--- src/rtl/pin_output_scheduler_pkg.sv ---
// Shared GPIO parameter header: default pin count, core count and the derived
// core-index width used by the GPIO output blocks.
package pin_output_scheduler_pkg;

  localparam int GPIO_WIDTH = 16;
  localparam int GPIO_CORES = 4;
  localparam int GPIO_SEL_W = $clog2(GPIO_CORES);

endpackage

--- src/rtl/pin_decompress.sv ---
// Bit-scatter (deposit) unit: the k-th LSB of data_in lands on the k-th set
// bit of mask_in, counted from bit 0; pins outside the mask read as zero.
module pin_decompress #(
  parameter int WIDTH = 16
) (
  input  logic [WIDTH-1:0] data_in,
  input  logic [WIDTH-1:0] mask_in,
  output logic [WIDTH-1:0] data_out
);

  logic [WIDTH-1:0] src;

  // Shift the source down each time a mask bit consumes its LSB.
  always_comb begin
    data_out = '0;
    src      = data_in;
    for (int i = 0; i < WIDTH; i++) begin
      if (mask_in[i]) begin
        data_out[i] = src[0];
        src         = src >> 1;
      end
    end
  end

endmodule

--- src/rtl/pin_output_scheduler.sv ---
// Round-robin scheduler that lets several cores update disjoint slices of a
// shared GPIO output register through one scatter datapath.
module pin_output_scheduler
  import pin_output_scheduler_pkg::*;
#(
  parameter int WIDTH = GPIO_WIDTH,
  parameter int CORES = GPIO_CORES,
  localparam int SEL_W = $clog2(CORES)
) (
  input  logic                   clk,
  input  logic                   rst_n,
  input  logic                   cfg_we,
  input  logic [SEL_W-1:0]       cfg_sel,
  input  logic [WIDTH-1:0]       cfg_mask,
  input  logic [CORES-1:0]       req,
  input  logic [CORES*WIDTH-1:0] req_data,
  output logic [CORES-1:0]       grant,
  output logic [WIDTH-1:0]       pins_out,
  output logic [WIDTH-1:0]       pins_oe,
  input  logic                   err_clr,
  output logic                   overlap_err
);

  logic [WIDTH-1:0] mask_q [CORES];
  logic [WIDTH-1:0] mask_d [CORES];
  logic [WIDTH-1:0] pins_out_q, pins_out_d;
  logic [WIDTH-1:0] pins_oe_q, pins_oe_d;
  logic [SEL_W-1:0] rr_q, rr_d;
  logic             err_q, err_d;

  logic [SEL_W-1:0] cand_idx [CORES];
  logic [WIDTH-1:0] core_data [CORES];
  logic [CORES-1:0] clash;
  logic [SEL_W-1:0] gnt_idx;
  logic             gnt_any;
  logic [WIDTH-1:0] sel_data, sel_mask, scattered;
  logic             wr_ok, wr_rej;

  genvar gi;
  generate
    for (gi = 0; gi < CORES; gi++) begin : g_core
      // CORES is a power of two, so the index wraps naturally.
      assign cand_idx[gi]  = rr_q + SEL_W'(gi);
      assign core_data[gi] = req_data[gi*WIDTH +: WIDTH];
      assign clash[gi]     = (SEL_W'(gi) != cfg_sel) && (|(cfg_mask & mask_q[gi]));
      assign grant[gi]     = gnt_any && (gnt_idx == SEL_W'(gi));
    end
  endgenerate

  always_comb begin
    gnt_any = 1'b0;
    gnt_idx = '0;
    for (int off = 0; off < CORES; off++) begin
      if (!gnt_any && req[cand_idx[off]]) begin
        gnt_any = 1'b1;
        gnt_idx = cand_idx[off];
      end
    end
  end

  // Single shared scatter unit fed by the granted core's data and current mask.
  assign sel_data = core_data[gnt_idx];
  assign sel_mask = mask_q[gnt_idx];

  pin_decompress #(
    .WIDTH (WIDTH)
  ) u_decompress (
    .data_in  (sel_data),
    .mask_in  (sel_mask),
    .data_out (scattered)
  );

  assign wr_ok  = cfg_we && !(|clash);
  assign wr_rej = cfg_we && (|clash);

  always_comb begin
    mask_d = mask_q;
    if (wr_ok) begin
      mask_d[cfg_sel] = cfg_mask;
    end

    pins_oe_d = '0;
    for (int j = 0; j < CORES; j++) begin
      pins_oe_d = pins_oe_d | mask_d[j];
    end

    // The old mask is used here even when the same core is rewritten this cycle.
    pins_out_d = pins_out_q;
    rr_d       = rr_q;
    if (gnt_any) begin
      pins_out_d = (pins_out_q & ~sel_mask) | scattered;
      rr_d       = gnt_idx + SEL_W'(1);
    end

    err_d = err_q;
    if (wr_rej) begin
      err_d = 1'b1;
    end else if (err_clr) begin
      err_d = 1'b0;
    end
  end

  always_ff @(posedge clk or negedge rst_n) begin
    if (!rst_n) begin
      for (int j = 0; j < CORES; j++) begin
        mask_q[j] <= '0;
      end
      pins_out_q <= '0;
      pins_oe_q  <= '0;
      rr_q       <= '0;
      err_q      <= 1'b0;
    end else begin
      for (int j = 0; j < CORES; j++) begin
        mask_q[j] <= mask_d[j];
      end
      pins_out_q <= pins_out_d;
      pins_oe_q  <= pins_oe_d;
      rr_q       <= rr_d;
      err_q      <= err_d;
    end
  end

  assign pins_out    = pins_out_q;
  assign pins_oe     = pins_oe_q;
  assign overlap_err = err_q;

endmodule

--- config.mk ---
export PLATFORM = sky130hd
export DESIGN_NAME = pin_output_scheduler
export DESIGN_NICKNAME = d
export VERILOG_FILES = /design/src/rtl/pin_output_scheduler_pkg.sv /design/src/rtl/pin_decompress.sv /design/src/rtl/pin_output_scheduler.sv
export SDC_FILE = /design/constraint.sdc
export NUM_CORES = 1
export LEC_CHECK = 0
export CORE_AREA = 3 3 136 138
export CTS_CLUSTER_DIAMETER = 80
export DETAILED_ROUTE_END_ITERATION = 6
export DIE_AREA = 0 0 139 141
export GPL_ROUTABILITY_DRIVEN = 0
export MAX_ROUTING_LAYER = met4
export PLACE_DENSITY = 0.68
export SLEW_MARGIN = 20
export SYNTH_ARGS = -nofsm -noshare
export SYNTH_HDL_FRONTEND = slang
export SYNTH_SLANG_ARGS = --single-unit
--- constraint.sdc ---
create_clock -name clk -period 4.7 [get_ports clk]
set_input_delay 0.47 -clock clk [delete_from_list [all_inputs] [get_ports clk]]
set_output_delay 0.47 -clock clk [all_outputs]
set_load 0.05 [all_outputs]
==> reports/results.ini, run 1 <==
[finish]
fin_nets=1246
fillerInstances=1509
synthToLayoutAreaGrowth_pct=41.51
num_antenna_cells=0
post_route_cells_drive_above_1_share=0.3123

[detailed_routing]
first_pass_iters=5
totalWireLength_um=27590
dr.first_iter.drc_count=766
vias=8608
ant_nets=0
wl_per_cell_um=19.98
drc_errors=0
viasPerCell=6.233

[synth]
synth_top_area_share=0.3196
ys_seq_elements=99
synth_most_common_cell=nand2_1
synth_common_cells=113 x nand2_1, 99 x dfrtp_1, 95 x nand3_1
synth_top_cells_by_area=dfrtp_1 32%, mux2_2 10%, nand3_1 6.1%
yosys_warnings=0
synthDistinctLibCells=83
ys_seq_area_frac=0.3196
synth_flop_cell=dfrtp_1
syn_area_per_cell_um2=8.672
syn-instance-count=894
ys_async_sr_fraction=1.000
syn_area_um2=7752
synth_edf_count=0
post-synth-top-area-cell=dfrtp_1
syn-num-nets=988

[place]
detailed_place_hpwl_um=20630
port-buffer-count=126

[floorplan]
core_um2=17300
chipHeight_um=141
std_cell_rows=48
dieArea_um2=19600
fp.dieW_um=139
initial_utilization=0.4482
ioPinCount=127

[sta]
fmax_ghz=0.2230
whs_ns=0.1821
min_period_over_period=0.9539
fin_skew_ns=0.009654
period_needed_ns=4.483
worst_slew_pin_slew_ns=0.7320
setup_violations=0
tns_ns=0
max_slew_margin=0.4980
drv_slew=0
hold_viol_final=0

[critical_path]
worstSetupPathType=reg -> reg
required_ns=4.94
rrSetupSlack_ns=0.22
crit_fanout=7
crit_path_start_kind=flop
worstPathArrival_ns=4.73
worst_setup_path_end_kind=flop

[min_path]
hp-class=in -> async

[job]
drv_cap=0

[clock_network]
clock-sinks=99
cts_buffer_depth=2
clk_latency_ns=0.36
cts_buffers=9
cts-root-buf=clkbuf_16
htree_num_levels=3
cts_hold_buf=0
cts_tree=built
clk_pin_slew_ns=0.07

[global_routing]
track_usage=0.2805
grt_pass1_wl_um=44010
grt_max_degree=60
grt_antenna_before_repair=0
grt_overflow_total=0
grt_pass1_vias=8437

[status]
status=completed

through the flow:
stage | cells | area [um2] | setup WS [ns] | utilization
after floorplan | 894 | 7752 | 0.4833 | -
after CTS | 1369 | 10630 | -0.01087 | 0.6144
after detailed placement | 1354 | 10340 | -0.4332 | 0.5978
after global routing | 1381 | 10970 | -0.06598 | 0.6343
after global placement | 1354 | 10340 | -0.3626 | 0.5978
final | 1381 | 10970 | 0.2166 | 0.6343
cell type report:
cell class              instances  area (um2)  share of cell area
clock inverters                 5       36.28            0.003307
multi-input cells             734        5280              0.4813
well taps                     225       281.5             0.02566
repair inverters                1       7.507           0.0006843
flip-flops and latches         99        2479              0.2259
inverters                       6       26.28            0.002395
clock buffers                  10       229.0             0.02087
repair buffers                301        2631              0.2398
final timing paths:
check                      startpoint          to  cells after the start
max                           rr_q[1]        flop                     23
min in group clk                 flop        flop                      2
min reg2reg                      flop        flop                      2
min                             rst_n  mask_q[38]                      1
max in group asynchronous       rst_n     rr_q[1]                      2
max reg2reg                   rr_q[1]        flop                     23
layout by cell type, fill, tap and decap left out, drive strengths merged, types with 10 or more instances in the layout:
cell and instances:
a21oi 23, mux2 70, mux2i 26, nand2 113, or4 17, a31oi 14, nor3 13, clkbuf 10
nand3 102, o22ai 17, nand4 28, a211oi 17, o21ai 56, dfrtp 99, nor2 51, o211ai 34
clkdlybuf4s50 121, o221ai 10, a22oi 26, and3 17, buf 176
routing by layer:
metal  share of wire  vias up  global-route usage  wire length (um)
met3           0.059       54             0.03697              1641
li1                -     3997                   -                 -
met4           0.029        0             0.09423               788
met2            0.48      343              0.4643             13280
met5               0        -                   -                 0
met1            0.43     4214              0.3575             11880
worst max-delay path, cell delays in order (launching register included):
cell       delay (ns)
dfrtp_2          0.45
and2_4           0.21
o2bb2ai_2        0.15
nor2_4           0.18
buf_4            0.19
buf_4            0.14
nand3_2          0.12
buf_4            0.17
nand2_1          0.15
nand2_1          0.15
o221ai_2         0.38
buf_4            0.19
o22ai_1          0.09
a211oi_2         0.22
buf_4            0.16
nand3_1          0.09
a31oi_1          0.24
a21oi_1          0.15
o211ai_1         0.21
buf_4            0.16
mux2i_2          0.08
a211oi_2         0.24
a31oi_1          0.10
a21boi_1         0.13
kinds of logic (layout without fill, tap and decap cells):
| kind of cell | after synthesis | in the layout | synth area share |
|---|---|---|---|
| adders and majority gates | 4 | 4 | 0.006456 |
| and+or+nand+nor | 373 | 373 | 0.2481 |
| xor gates and xnor gates | 5 | 5 | 0.005649 |
| muxes | 97 | 97 | 0.1391 |
| AOI/OAI and AO/OA | 253 | 255 | 0.2447 |
| DFF | 99 | 99 | 0.3196 |
| buffers and inverters | 63 | 323 | 0.03647 |
timing repair:
action	in CTS	in global routing
hold endpoints to repair	0	0
setup buffers	0	9
setup endpoints to repair	4	6
pin swaps	0	19
cloned	0	3
gates resized for setup	4	59
Power of run 1 is not shown: default switching activity piles up to over one toggle a cycle in this logic, so the estimate is an artifact.
==> inputs of run 2 (changes only) <==
--- a/config.mk
+++ b/config.mk
@@ -12,7 +12,6 @@
 export GPL_ROUTABILITY_DRIVEN = 0
 export MAX_ROUTING_LAYER = met4
 export PLACE_DENSITY = 0.68
-export SLEW_MARGIN = 20
 export SYNTH_ARGS = -nofsm -noshare
 export SYNTH_HDL_FRONTEND = slang
 export SYNTH_SLANG_ARGS = --single-unit
==> results of run 2 <==
Final layout, timing and power as in run 1 (identical DEF).
Power of run 2 is left out for the same reason.
